## config.mk

```make
export PLATFORM = sky130hd
export DESIGN_NAME = laser_cover_opt
export DESIGN_NICKNAME = d
export VERILOG_FILES = /design/src/rtl/laser_cover_opt.sv
export SDC_FILE = /design/constraint.sdc
export NUM_CORES = 1
export LEC_CHECK = 0
export ABC_AREA = 1
export ABC_CLOCK_PERIOD_IN_PS = 11100
export CORE_MARGIN = 2
export CORE_UTILIZATION = 45
export DETAILED_ROUTE_END_ITERATION = 8
export RECOVER_POWER = 100
export SLEW_MARGIN = 10
export SYNTH_ARGS = -nofsm -noshare
export SYNTH_HDL_FRONTEND = slang
export SYNTH_SLANG_ARGS = --single-unit
```

## constraint.sdc

```tcl
create_clock -name clk -period 11.1 [get_ports clk]
set_input_delay 2.22 -clock clk [delete_from_list [all_inputs] [get_ports clk]]
set_output_delay 2.22 -clock clk [all_outputs]
set_load 0.05 [all_outputs]
```

## src/rtl/laser_cover_opt.sv

```systemverilog
// Two-circle laser-coverage optimiser: loads NPTS points, then alternately
// re-places C1 and C2 by exhaustive grid scan until stable or MAX_ITER passes.
module laser_cover_opt #(
  parameter int  COORD_W  = 4,
  parameter int  NPTS     = 40,
  parameter int  LANES    = 4,
  parameter int  MAX_ITER = 8,
  localparam int CNT_W    = $clog2(NPTS + 1),
  localparam int R2_W     = 2 * COORD_W + 1
) (
  input  logic               clk,
  input  logic               rst_n,
  input  logic               in_valid_i,
  output logic               in_ready_o,
  input  logic [COORD_W-1:0] x_i,
  input  logic [COORD_W-1:0] y_i,
  input  logic [R2_W-1:0]    r2_i,
  output logic [COORD_W-1:0] c1x_o,
  output logic [COORD_W-1:0] c1y_o,
  output logic [COORD_W-1:0] c2x_o,
  output logic [COORD_W-1:0] c2y_o,
  output logic [CNT_W-1:0]   best_cnt_o,
  output logic [7:0]         iter_cnt_o,
  output logic               done_o
);

  typedef enum logic [3:0] {
    S_LOAD, S_INIT_C1, S_CALC_C1, S_UPD_C1,
    S_INIT_C2, S_CALC_C2, S_UPD_C2, S_CHECK, S_DONE
  } state_e;

  typedef struct packed {
    logic [COORD_W-1:0] c1x;
    logic [COORD_W-1:0] c1y;
    logic [COORD_W-1:0] c2x;
    logic [COORD_W-1:0] c2y;
  } centres_t;

  state_e             state_q, state_d;
  logic               ready_q, ready_d;
  logic [CNT_W-1:0]   load_cnt_q, load_cnt_d;
  logic [CNT_W-1:0]   ptr_q, ptr_d;
  logic [CNT_W-1:0]   acc_q, acc_d;
  logic [CNT_W-1:0]   best_q, best_d;
  logic [R2_W-1:0]    r2_q, r2_d;
  logic [COORD_W-1:0] cand_x_q, cand_x_d, cand_y_q, cand_y_d;
  centres_t           cen_q, cen_d, snap_q, snap_d, out_cen_q, out_cen_d;
  logic [CNT_W-1:0]   out_best_q, out_best_d;
  logic [7:0]         iter_q, iter_d, out_iter_q, out_iter_d;
  logic               done_q, done_d;

  logic [COORD_W-1:0] mem_x [NPTS];
  logic [COORD_W-1:0] mem_y [NPTS];

  logic               accept;
  logic [COORD_W-1:0] fix_x, fix_y;
  logic [CNT_W-1:0]   lane_hits;

  // Squares are formed at full 2*COORD_W width so the sum cannot overflow.
  function automatic logic covers(input logic [COORD_W-1:0] px, input logic [COORD_W-1:0] py,
                                  input logic [COORD_W-1:0] cx, input logic [COORD_W-1:0] cy,
                                  input logic [R2_W-1:0] r2);
    logic [COORD_W-1:0]   dx, dy;
    logic [2*COORD_W-1:0] sx, sy;
    logic [R2_W-1:0]      d2;
    dx = (px >= cx) ? px - cx : cx - px;
    dy = (py >= cy) ? py - cy : cy - py;
    sx = {{COORD_W{1'b0}}, dx} * {{COORD_W{1'b0}}, dx};
    sy = {{COORD_W{1'b0}}, dy} * {{COORD_W{1'b0}}, dy};
    d2 = {1'b0, sx} + {1'b0, sy};
    return d2 <= r2;
  endfunction

  assign accept = (state_q == S_LOAD) && ready_q && in_valid_i;

  always_comb begin
    fix_x     = (state_q == S_CALC_C2) ? cen_q.c1x : cen_q.c2x;
    fix_y     = (state_q == S_CALC_C2) ? cen_q.c1y : cen_q.c2y;
    lane_hits = '0;
    for (int l = 0; l < LANES; l++) begin
      if (covers(mem_x[ptr_q + CNT_W'(l)], mem_y[ptr_q + CNT_W'(l)], cand_x_q, cand_y_q, r2_q) ||
          covers(mem_x[ptr_q + CNT_W'(l)], mem_y[ptr_q + CNT_W'(l)], fix_x, fix_y, r2_q))
        lane_hits = lane_hits + CNT_W'(1);
    end
  end

  // NOTE: every variable gets its hold value first so no path leaves one unassigned (no latches).
  always_comb begin
    state_d    = state_q;
    load_cnt_d = load_cnt_q;
    ptr_d      = ptr_q;
    acc_d      = acc_q;
    best_d     = best_q;
    r2_d       = r2_q;
    cand_x_d   = cand_x_q;
    cand_y_d   = cand_y_q;
    cen_d      = cen_q;
    snap_d     = snap_q;
    iter_d     = iter_q;
    out_cen_d  = out_cen_q;
    out_best_d = out_best_q;
    out_iter_d = out_iter_q;
    done_d     = 1'b0;

    case (state_q)
      S_LOAD: begin
        if (accept) begin
          if (load_cnt_q == '0) r2_d = r2_i;
          if (load_cnt_q == CNT_W'(NPTS - 1)) begin
            state_d    = S_INIT_C1;
            load_cnt_d = '0;
            iter_d     = '0;
          end else begin
            load_cnt_d = load_cnt_q + CNT_W'(1);
          end
        end
      end
      S_INIT_C1, S_INIT_C2: begin
        if (state_q == S_INIT_C1) snap_d = cen_q;
        cand_x_d = '0;
        cand_y_d = '0;
        best_d   = '0;
        ptr_d    = '0;
        acc_d    = '0;
        state_d  = (state_q == S_INIT_C1) ? S_CALC_C1 : S_CALC_C2;
      end
      S_CALC_C1, S_CALC_C2: begin
        acc_d = acc_q + lane_hits;
        if (ptr_q == CNT_W'(NPTS - LANES)) begin
          ptr_d   = '0;
          state_d = (state_q == S_CALC_C1) ? S_UPD_C1 : S_UPD_C2;
        end else begin
          ptr_d = ptr_q + CNT_W'(LANES);
        end
      end
      S_UPD_C1, S_UPD_C2: begin
        // >= lets a later candidate win ties.
        if (acc_q >= best_q) begin
          best_d = acc_q;
          if (state_q == S_UPD_C1) begin
            cen_d.c1x = cand_x_q;
            cen_d.c1y = cand_y_q;
          end else begin
            cen_d.c2x = cand_x_q;
            cen_d.c2y = cand_y_q;
          end
        end
        acc_d = '0;
        if (cand_x_q == '1 && cand_y_q == '1) begin
          state_d = (state_q == S_UPD_C1) ? S_INIT_C2 : S_CHECK;
        end else begin
          if (cand_x_q == '1) begin
            cand_x_d = '0;
            cand_y_d = cand_y_q + 1'b1;
          end else begin
            cand_x_d = cand_x_q + 1'b1;
          end
          state_d = (state_q == S_UPD_C1) ? S_CALC_C1 : S_CALC_C2;
        end
      end
      S_CHECK: begin
        iter_d  = iter_q + 8'd1;
        state_d = ((cen_q == snap_q) || (iter_d == 8'(MAX_ITER))) ? S_DONE : S_INIT_C1;
      end
      S_DONE: begin
        out_cen_d  = cen_q;
        out_best_d = best_q;
        out_iter_d = iter_q;
        done_d     = 1'b1;
        cen_d      = '0;
        state_d    = S_LOAD;
      end
      default: state_d = S_LOAD;
    endcase
  end

  assign ready_d = (state_d == S_LOAD);

  // NOTE: sequential state uses non-blocking assignments so all registers update together.
  always_ff @(posedge clk or negedge rst_n) begin
    if (!rst_n) begin
      state_q    <= S_LOAD;
      ready_q    <= 1'b0;
      load_cnt_q <= '0;
      ptr_q      <= '0;
      acc_q      <= '0;
      best_q     <= '0;
      r2_q       <= '0;
      cand_x_q   <= '0;
      cand_y_q   <= '0;
      cen_q      <= '0;
      snap_q     <= '0;
      iter_q     <= '0;
      out_cen_q  <= '0;
      out_best_q <= '0;
      out_iter_q <= '0;
      done_q     <= 1'b0;
    end else begin
      state_q    <= state_d;
      ready_q    <= ready_d;
      load_cnt_q <= load_cnt_d;
      ptr_q      <= ptr_d;
      acc_q      <= acc_d;
      best_q     <= best_d;
      r2_q       <= r2_d;
      cand_x_q   <= cand_x_d;
      cand_y_q   <= cand_y_d;
      cen_q      <= cen_d;
      snap_q     <= snap_d;
      iter_q     <= iter_d;
      out_cen_q  <= out_cen_d;
      out_best_q <= out_best_d;
      out_iter_q <= out_iter_d;
      done_q     <= done_d;
    end
  end

  // NOTE: point storage has no reset; the load counter alone decides which entries are valid.
  always_ff @(posedge clk) begin
    if (accept) begin
      mem_x[load_cnt_q] <= x_i;
      mem_y[load_cnt_q] <= y_i;
    end
  end

  assign in_ready_o = ready_q;
  assign c1x_o      = out_cen_q.c1x;
  assign c1y_o      = out_cen_q.c1y;
  assign c2x_o      = out_cen_q.c2x;
  assign c2y_o      = out_cen_q.c2y;
  assign best_cnt_o = out_best_q;
  assign iter_cnt_o = out_iter_q;
  assign done_o     = done_q;

endmodule

```

[After elaboration in Yosys (flattened, before gate mapping)]
Memories as Yosys holds them, arrays and structs flattened.
Cells that the tools add are included.
Cells by class
  $add $sub $neg: 52
  $mul: 16
  order comparisons: 25
  equality and inequality tests: 21
  mux-type cells: 54
  reductions and logical operators: 29
Operator list (number)
  multiplier 4 x 4 -> 8 bit: 16
  subtractor 4 bit: 32
  2-to-1 mux 4 bit: 26
  adder 8 x 8 -> 9 bit: 8
  <= comparator 9 bit: 8
  greater-or-equal comparator 4 bit: 16
  2-to-1 mux 6 bit: 6
  one-hot mux 6 bit (2 select lines): 3
  2-to-1 mux 8 bit: 4
  one-hot mux 16 bit (2 select lines): 1
  adder 6 x 1 -> 6 bit, second input constant: 5
  one-hot mux 4 bit (5 select lines): 1
  equality test 16 bit: 1
  equality test 4 x 3 -> 1 bit, second input constant: 4
  2-to-1 mux 16 bit: 1
  one-hot mux 4 bit (2 select lines): 2
  one-hot mux 8 bit (2 select lines): 1
  AND reduction 3 bit: 5
  adder 6 x 2 -> 6 bit, second input constant: 2
  equality test 4 bit, second input constant: 3
  equality test 6 bit, second input constant: 2
  2-to-1 mux 3 bit: 4
  inequality test 2 bit, second input constant: 6
  nonzero test 2 bit: 5
  other kinds (18): 35
Storage, ports and cells
  register bits after elaboration: 117
  memory bits (writable): 320
  word-level logic and storage cells: 224
  memories: 2
Memories
  mem_x: depth 40, bits a word 4, read ports 4, clocked after Yosys merged registers in 0, wr ports 1, line 52  | logic [COORD_W-1:0] mem_x [NPTS];
  mem_y: depth 40, bits a word 4, read ports 4, clocked after Yosys merged registers in 0, wr ports 1, line 53  | logic [COORD_W-1:0] mem_y [NPTS];

[Logic depth before layout (Yosys ltp)]
Gate-level depths: netlist (run 1).
  depth after elaboration: 17
  depth in mapped cells: 59
  depth with buffers taken out: 58

[Least setup slack after synthesis (run 1)]
OpenSTA, ideal clock, no wires.
  path type: register -> register
  from: reg state_q[3]
  to: reg acc_q[4]
  arrival: 8810 ps
  setup slack: 2213 ps
  cell stages (with the launch flop): 44
  path buffers: 0
  path through: dfrtp_1 -> inv_1 -> nand2_2 -> inv_2 -> nand2_2 -> o21ai_0 -> inv_1 -> fa_1 -> xor2_1 -> nand2_1 -> nand2_1 -> nor2_1 -> inv_1 -> fa_1 -> fa_1 -> fa_1 -> inv_1 -> fa_1 -> (+8 left out) -> or3b_2 -> nand3_1 -> nand3_1 -> inv_1 -> ha_1 -> inv_1 -> nand4_1 -> nand3_1 -> nand2_1 -> inv_1 -> ha_1 -> inv_1 -> fa_1 -> o21ai_0 -> nand2_1 -> inv_1 -> o21ai_0 -> a21oi_1
Between the ends
  longest elaborated chain between the ends: 17
RTL lines
  from (decl): line 39  | state_e state_q, state_d;
  from (signal assigned): line 199  | state_q <= state_d;
  equality test 4 x 3 -> 1 bit: line 77, 78, 105
  2-to-1 mux 4 bit (on tied branches): line 77, 78
  subtractor 4 bit (tied with other cells): line 66  | dx = (px >= cx) ? px - cx : cx - px;
  2-to-1 mux 4 bit (on tied branches): line 66, 67
  multiplier 4 x 4 -> 8 bit (on tied branches): line 68, 69
  adder 8 x 8 -> 9 bit: line 70  | d2 = {1'b0, sx} + {1'b0, sy};
  <= comparator 9 bit: line 71  | return d2 <= r2;
  logical OR 1 bit: line 81  | if (covers(mem_x[ptr_q + CNT_W'(l)], mem_y[ptr_q + CNT_W'(l)], cand_x_q, cand_y_q, r2_q) ||
  2-to-1 mux 1 bit: line 81
  adder 6 x 1 -> 6 bit: line 83  | lane_hits = lane_hits + CNT_W'(1);
  2-to-1 mux 6 bit: line 81
  adder 6 x 1 -> 6 bit: line 83
  2-to-1 mux 6 bit: line 81
  adder 6 x 1 -> 6 bit: line 83
  2-to-1 mux 6 bit: line 81
  adder 6 bit: line 128  | acc_d = acc_q + lane_hits;
  one-hot mux 6 bit (2 select lines): line 105  | case (state_q)
  to (signal assigned): line 186  | acc_q <= '0;
  to (signal assigned): line 203  | acc_q <= acc_d;
  to (decl): line 43  | logic [CNT_W-1:0] acc_q, acc_d;
Several ways; a longest one is shown, not always the timed one.
A chain may end at the register's enable or synchronous reset.

[Worst setup path in the final report (run 1)]
  from: reg ptr_q[2]
  to: reg acc_q[5]
Between the ends
  longest elaborated chain between the ends: 16
RTL lines
  from (decl): line 42  | logic [CNT_W-1:0] ptr_q, ptr_d;
  from (signal assigned): line 202  | ptr_q <= ptr_d;
  memory (40 x 4 bit) (on tied branches)
  subtractor 4 bit (tied with other cells): line 66
  2-to-1 mux 4 bit (on tied branches): line 66, 67
  multiplier 4 x 4 -> 8 bit (on tied branches): line 68, 69
  adder 8 x 8 -> 9 bit: line 70
  <= comparator 9 bit: line 71
  logical OR 1 bit: line 81
  2-to-1 mux 1 bit: line 81
  adder 6 x 1 -> 6 bit: line 83
  2-to-1 mux 6 bit: line 81
  adder 6 x 1 -> 6 bit: line 83
  2-to-1 mux 6 bit: line 81
  adder 6 x 1 -> 6 bit: line 83
  2-to-1 mux 6 bit (*): line 81
  adder 6 bit (*): line 128
  one-hot mux 6 bit (2 select lines) (*): line 105
Every way passes the cells marked *; elsewhere a longest branch is shown, timed or not.

==> results of run 1 <==
==> final cells by class <==
class	instances	share of cell area, %
timing repair buffer	83	2.27
clock buffer	57	3.84
tap	855	3.30
multi-input combinational	2104	45.9
inverter	456	5.29
sequential	435	38.6
clock inverter	26	0.811
==> Yosys cell counts, types with 2 or more instances <==
master	n
o221ai_1	42
clkbuf_1	60
a21o_1	6
nand4_1	19
nand3_1	122
o21ai_0	249
o211ai_1	17
nor3_1	7
o21bai_1	12
buf_2	14
nor2_4	2
xor2_1	54
nand3b_1	5
o31ai_1	2
nand3_2	2
nand4_2	2
fa_1	121
o22ai_1	17
o21ai_1	39
a221oi_1	9
o32ai_1	3
xnor2_1	53
nand2_1	443
or2_2	3
nor2_2	5
or3b_2	2
o211ai_2	2
nand2_2	4
a211oi_1	15
nor3b_2	2
o21a_1	5
o311ai_0	4
inv_1	447
dfrtp_1	115
edfxtp_1	320
inv_2	9
a21oi_1	98
ha_1	349
a32o_1	4
buf_1	9
nor2_1	374
buf_6	2
==> per-layer routing <==
metal | share of wire (%) | vias up | GRT usage (%)
met2 | 47 | 562 | 36.6
li1 | - | 10400 | -
met4 | 2.8 | 0 | 6.88
met3 | 4.7 | 124 | 2.41
met5 | 0 | - | 0
met1 | 45 | 10400 | 30.2
==> where the power goes <==
group          total [mW]  internal [mW]  switching (mW)
combinational      0.0950         0.0282          0.0667
clock                1.54          0.876           0.663
sequential           1.77           1.76         0.00857
==> worst register-to-register path, delay by kind of cell (launching register included) <==
| kind | cells | cell delay (ns) |
|---|---|---|
| AOI/OAI and AO/OA | 10 | 1.55 |
| xor gates and xnor gates | 1 | 0.11 |
| adders and majority gates | 9 | 3.62 |
| buffers and inverters | 9 | 1.82 |
| DFF | 1 | 0.50 |
| and+or+nand+nor | 18 | 2.34 |
==> cell families after synthesis <==
family,Yosys count,share of synthesized area [%]
compound gates,529,10.5
buf+inv,541,7.00
other cells,1,0.0127
xor+xnor,107,3.18
mux,1,0.0382
fa+ha+maj,470,23.0
flops,435,42.4
simple gates,996,13.9
==> worst max-delay path by stage <==
stage | endpoint | slack (ns) | cells past startpoint
floorplan | acc_q[4] | 2.21 | 43
global placement | acc_q[4] | 1.29 | 50
detailed placement | acc_q[4] | 1.12 | 49
CTS | acc_q[4] | 1.12 | 49
global route | acc_q[4] | 0.25 | 46
finish | acc_q[5] | 1.09 | 47
==> flip-flops by register name, summed over array words and instances (netlist names), 6 cells and up <==
| signal | flops |
|---|---|
| mem_y | 160 |
| acc_q | 6 |
| cen_q | 16 |
| best_q | 6 |
| snap_q | 16 |
| best_cnt_o | 6 |
| load_cnt_q | 6 |
| iter_q | 8 |
| mem_x | 160 |
| iter_cnt_o | 8 |
| r2_q | 9 |
==> cell usage in the layout (no fill, tap or decap), drive strengths merged, types with 41 or more instances in the layout <==
cell and n:
xor2 54, o21ai 290, a21oi 98, ha 349, nand3 124, clkbuf 67
dfrtp 115, fa 121, nand2 448, dlygate4sd3 41, o221ai 42, xnor2 53
edfxtp 320, inv 459, nor2 381
==> impl_metrics.toml, run 1 <==
[finish]
layout-drive-gt1-share_pct = 3.61
syn2layout_area_growth_pct = 9.86
nNetsFinal = 3616
seqCellArea_sq_um = 12500
multi_input_area_sq_um = 14900
num_antenna_cells = 0
stdcell_area_sq_um = 32400
utilization_pct = 50.1
nFillCells = 5953
fin_cells = 4016

[timing]
period_share_pct = 90.2
fin_crit_ns = 10.01
slew_viol_final = 419
skew_ns = 0.0272
hold_violations = 0
max_freq_mhz = 99.9
relSlewSlack_pct = -127
tns_ns = 0
tightest_slew_ns = 3.40
timing.final.ws_setup_ns = 1.09
rsz0062_at_grt = "no"
setup_viol = 0
whs_ns = 0.474

[setup_path]
start_kind = "flop"
crit_arrival_ns = 10.49
critPathSlowestCell = "inv_4"
cp_top_family = "adder cells"
crit_path_frequent_cell = "nand2_1"
reg2reg_to = "acc_q[5]"
slowest_delay_ns = 0.63
crit_fanout = 87
critPathLaunch = "ptr_q[2]"
crit_type = "reg2reg"
reg2reg_slack_ns = 1.09
crit_required_ns = 11.57
r2r_start = "ptr_q[2]"
path_buf_inv = 9
rr_worst_depth = 47
cp-end-kind = "flop"

[synthesis]
synth_nets = 3570
synth_seq_area_share_pct = 42.4
ys_ff_latch = 435
synth.top_cell.area_share_pct = 32.6
synth_area_sq_um = 29500
syn_area_per_cell_sq_um = 9.57
yosys_warnings = 0
yosysUniqueCellTypes = 53
netlist_instances = 3080
synth_edf_count = 320
synth_area_leader_cell = "edfxtp_1"
synthArstFlopShare_pct = 26.4
ys.flop_type = "edfxtp_1"
yosys-top-cells-area = "edfxtp_1 (33%), ha_1 (15%), dfrtp_1 (9.8%)"

[floorplanning]
pin_count = 52
core_sq_um = 64600
die_height_um = 260
die_w_um = 260
die_area_sq_um = 67600
num_rows = 93
start_util_pct = 45.6

[global_routing]
overflow = 0
grt_max_degree = 167
grt_util_all_layers_pct = 22.0
grt_pass1_vias = 21400
grt_pass1_wl_um = 117000
antenna_found_initial = 0

[detailed_routing]
drt_iter0_markers = 1637
totalWireLength_um = 73600
firstDrtPassIters = 6
via_count = 21500
drc = 0
via_per_inst = 5.35
ant_nets = 0
post_drt_wl_per_cell_um = 18.3

[power_and_ir_drop]
p_leak_nw = 14.6
vdd_ir_drop_max_uv = 135
power_mw = 3.40
power_per_cell_area_nw_per_um2 = 105

[cts]
cts_tree = "yes"
htree_levels = 2
clk_pin_slew_ns = 0.07
clk_latency_ns = 0.60
root_buffer = "clkbuf_16"
cts_made_buffers = 46
post_cts_buffers = 0
cts_resized = 0
cts_sinks = 435
cts_hold_buf = 0
clockBufferDepth = 3

[min_path]
hold_depth = 2
min_path_type = "reg2reg"
min_delay_worst_endpoint = "iter_cnt_o[0]"
min_from = "iter_cnt_o[0]"

[placed_design]
dpl.hpwl_um = 54100
place_congestion = 0.897
post-place-ws_ns = 1.12
io_buffers = 51
placed_area_sq_um = 31000
dp.cells = 3933

[job]
cap_viol_max_count = 11

[run_status]
violations = "max-capacitance violations, max-slew violations"
status = "complete, but fails checks"
Note: power is estimated with default switching activity, not from simulation.
==> run 2: changes to the inputs <==
- RECOVER_POWER: 100 -> not set
==> impl_metrics.toml, run 2 (synthesized netlist as in run 1, its figures left out) <==
[floorplanning]
die_height_um = 260
core_sq_um = 64600
die_w_um = 260
start_util_pct = 45.6
num_rows = 93
die_area_sq_um = 67600
pin_count = 52

[cts]
root_buffer = "clkbuf_16"
cts_tree = "yes"
cts_made_buffers = 46
cts_hold_buf = 0
clk_latency_ns = 0.59
post_cts_buffers = 0
htree_levels = 2
cts_sinks = 435
clk_pin_slew_ns = 0.07
cts_resized = 0
clockBufferDepth = 3

[global_routing]
grt_util_all_layers_pct = 22.0
grt_pass1_vias = 21400
grt_max_degree = 167
antenna_found_initial = 0
overflow = 0
grt_pass1_wl_um = 117000

[setup_path]
crit_type = "reg2reg"
crit_fanout = 87
critPathSlowestCell = "inv_4"
crit_path_frequent_cell = "inv_1"
cp-end-kind = "flop"
crit_arrival_ns = 10.53
slowest_delay_ns = 0.62
cp_top_family = "adder cells"
start_kind = "flop"
path_buf_inv = 11
crit_required_ns = 11.63

[power_and_ir_drop]
power_mw = 3.40
p_leak_nw = 14.6
power_per_cell_area_nw_per_um2 = 105
vdd_ir_drop_max_uv = 135

[timing]
tns_ns = 0
setup_viol = 0
period_share_pct = 90.1
tightest_slew_ns = 1.07
skew_ns = 0.0227
rsz0062_at_grt = "no"
fin_crit_ns = 10.00
hold_violations = 0
max_freq_mhz = 100
relSlewSlack_pct = 28.6
slew_viol_final = 0

[placed_design]
dpl.hpwl_um = 54100
place_congestion = 0.897
io_buffers = 51

[finish]
final_cell_mix = "inv_1 (447), nand2_1 (443), nor2_1 (374), ha_1 (349), edfxtp_1 (320)"
final_common_cell = "inv_1"
utilization_pct = 50.3
syn2layout_area_growth_pct = 10.2
layout-drive-gt1-share_pct = 4.52
top_regs = "mem_x (160), mem_y (160)"
nNetsFinal = 3616

[run_status]
status = "finished, final reports clean"

[detailed_routing]
totalWireLength_um = 73600
ant_nets = 0
via_count = 21500
firstDrtPassIters = 6
drt_iter0_markers = 1611
via_per_inst = 5.35
drc = 0
post_drt_wl_per_cell_um = 18.3

[job]
cap_viol_max_count = 0

[min_path]
min_path_type = "reg2reg"
[run 2: path summary, 6_finish.rpt]
| check | start | end | slack [ns] | cells past startpoint |
|---|---|---|---|---|
| setup reg to reg | ptr_q[2] | acc_q[4] | 1.10 | 46 |
| setup / recovery | ptr_q[2] | acc_q[4] | 1.10 | 46 |
| hold reg to reg | iter_cnt_o[0] | iter_cnt_o[0] | 0.48 | 2 |
| max in group asynchronous | rst_n | r2_q[0] | 8.09 | 2 |
| min in group asynchronous | rst_n | iter_q[7] | 1.71 | 1 |
| hold / removal | iter_cnt_o[0] | iter_cnt_o[0] | 0.48 | 2 |
[run 2: report_power, final]
part	switching, mW	internal, mW
clock network	0.661	0.876
registers	0.00876	1.76
logic	0.0675	0.0312
[run 2: routing by layer]
metal,part of all wire [%],GRT usage [%],routed length [um],up-vias
met5,0,0,0,-
met4,2.8,6.88,2070,0
met3,4.7,2.41,3470,133
met2,47,36.6,34700,558
met1,45,30.2,33300,10400
li1,-,-,-,10400
[run 2: layout make-up]
| type | instances | area, sq um |
|---|---|---|
| multi-input cells | 2104 | 14900 |
| well taps | 855 | 1070 |
| clock inverters | 26 | 263 |
| repair buffers | 83 | 773 |
| flip-flops and latches | 435 | 12500 |
| fillers | 5939 | 32100 |
| inverters | 456 | 1710 |
| clock buffers | 57 | 1240 |
| diodes | 1 | 2.50 |
[run 2: worst min-delay path: cells and delay by family, from the launching register on]
kind / cells / cell delay [ns]
DFF: 1 / 0.35
and+or+nand+nor: 2 / 0.10
[run 2: metrics by stage]
| stage | cells | worst slack [ns] | area (sq um) | hold slack, ns |
|---|---|---|---|---|
| 2_1_floorplan | 3080 | 2.21 | 29500 | 0.467 |
| 3_5_place_dp | 3933 | 1.12 | 31000 | 0.468 |
| 4_1_cts | 4016 | 1.12 | 32500 | 0.483 |
| 3_3_place_gp | 3933 | 1.29 | 31000 | 0.456 |
| 5_1_grt | 4016 | 0.269 | 32500 | 0.514 |
| 6_report | 4017 | 1.10 | 32500 | 0.479 |
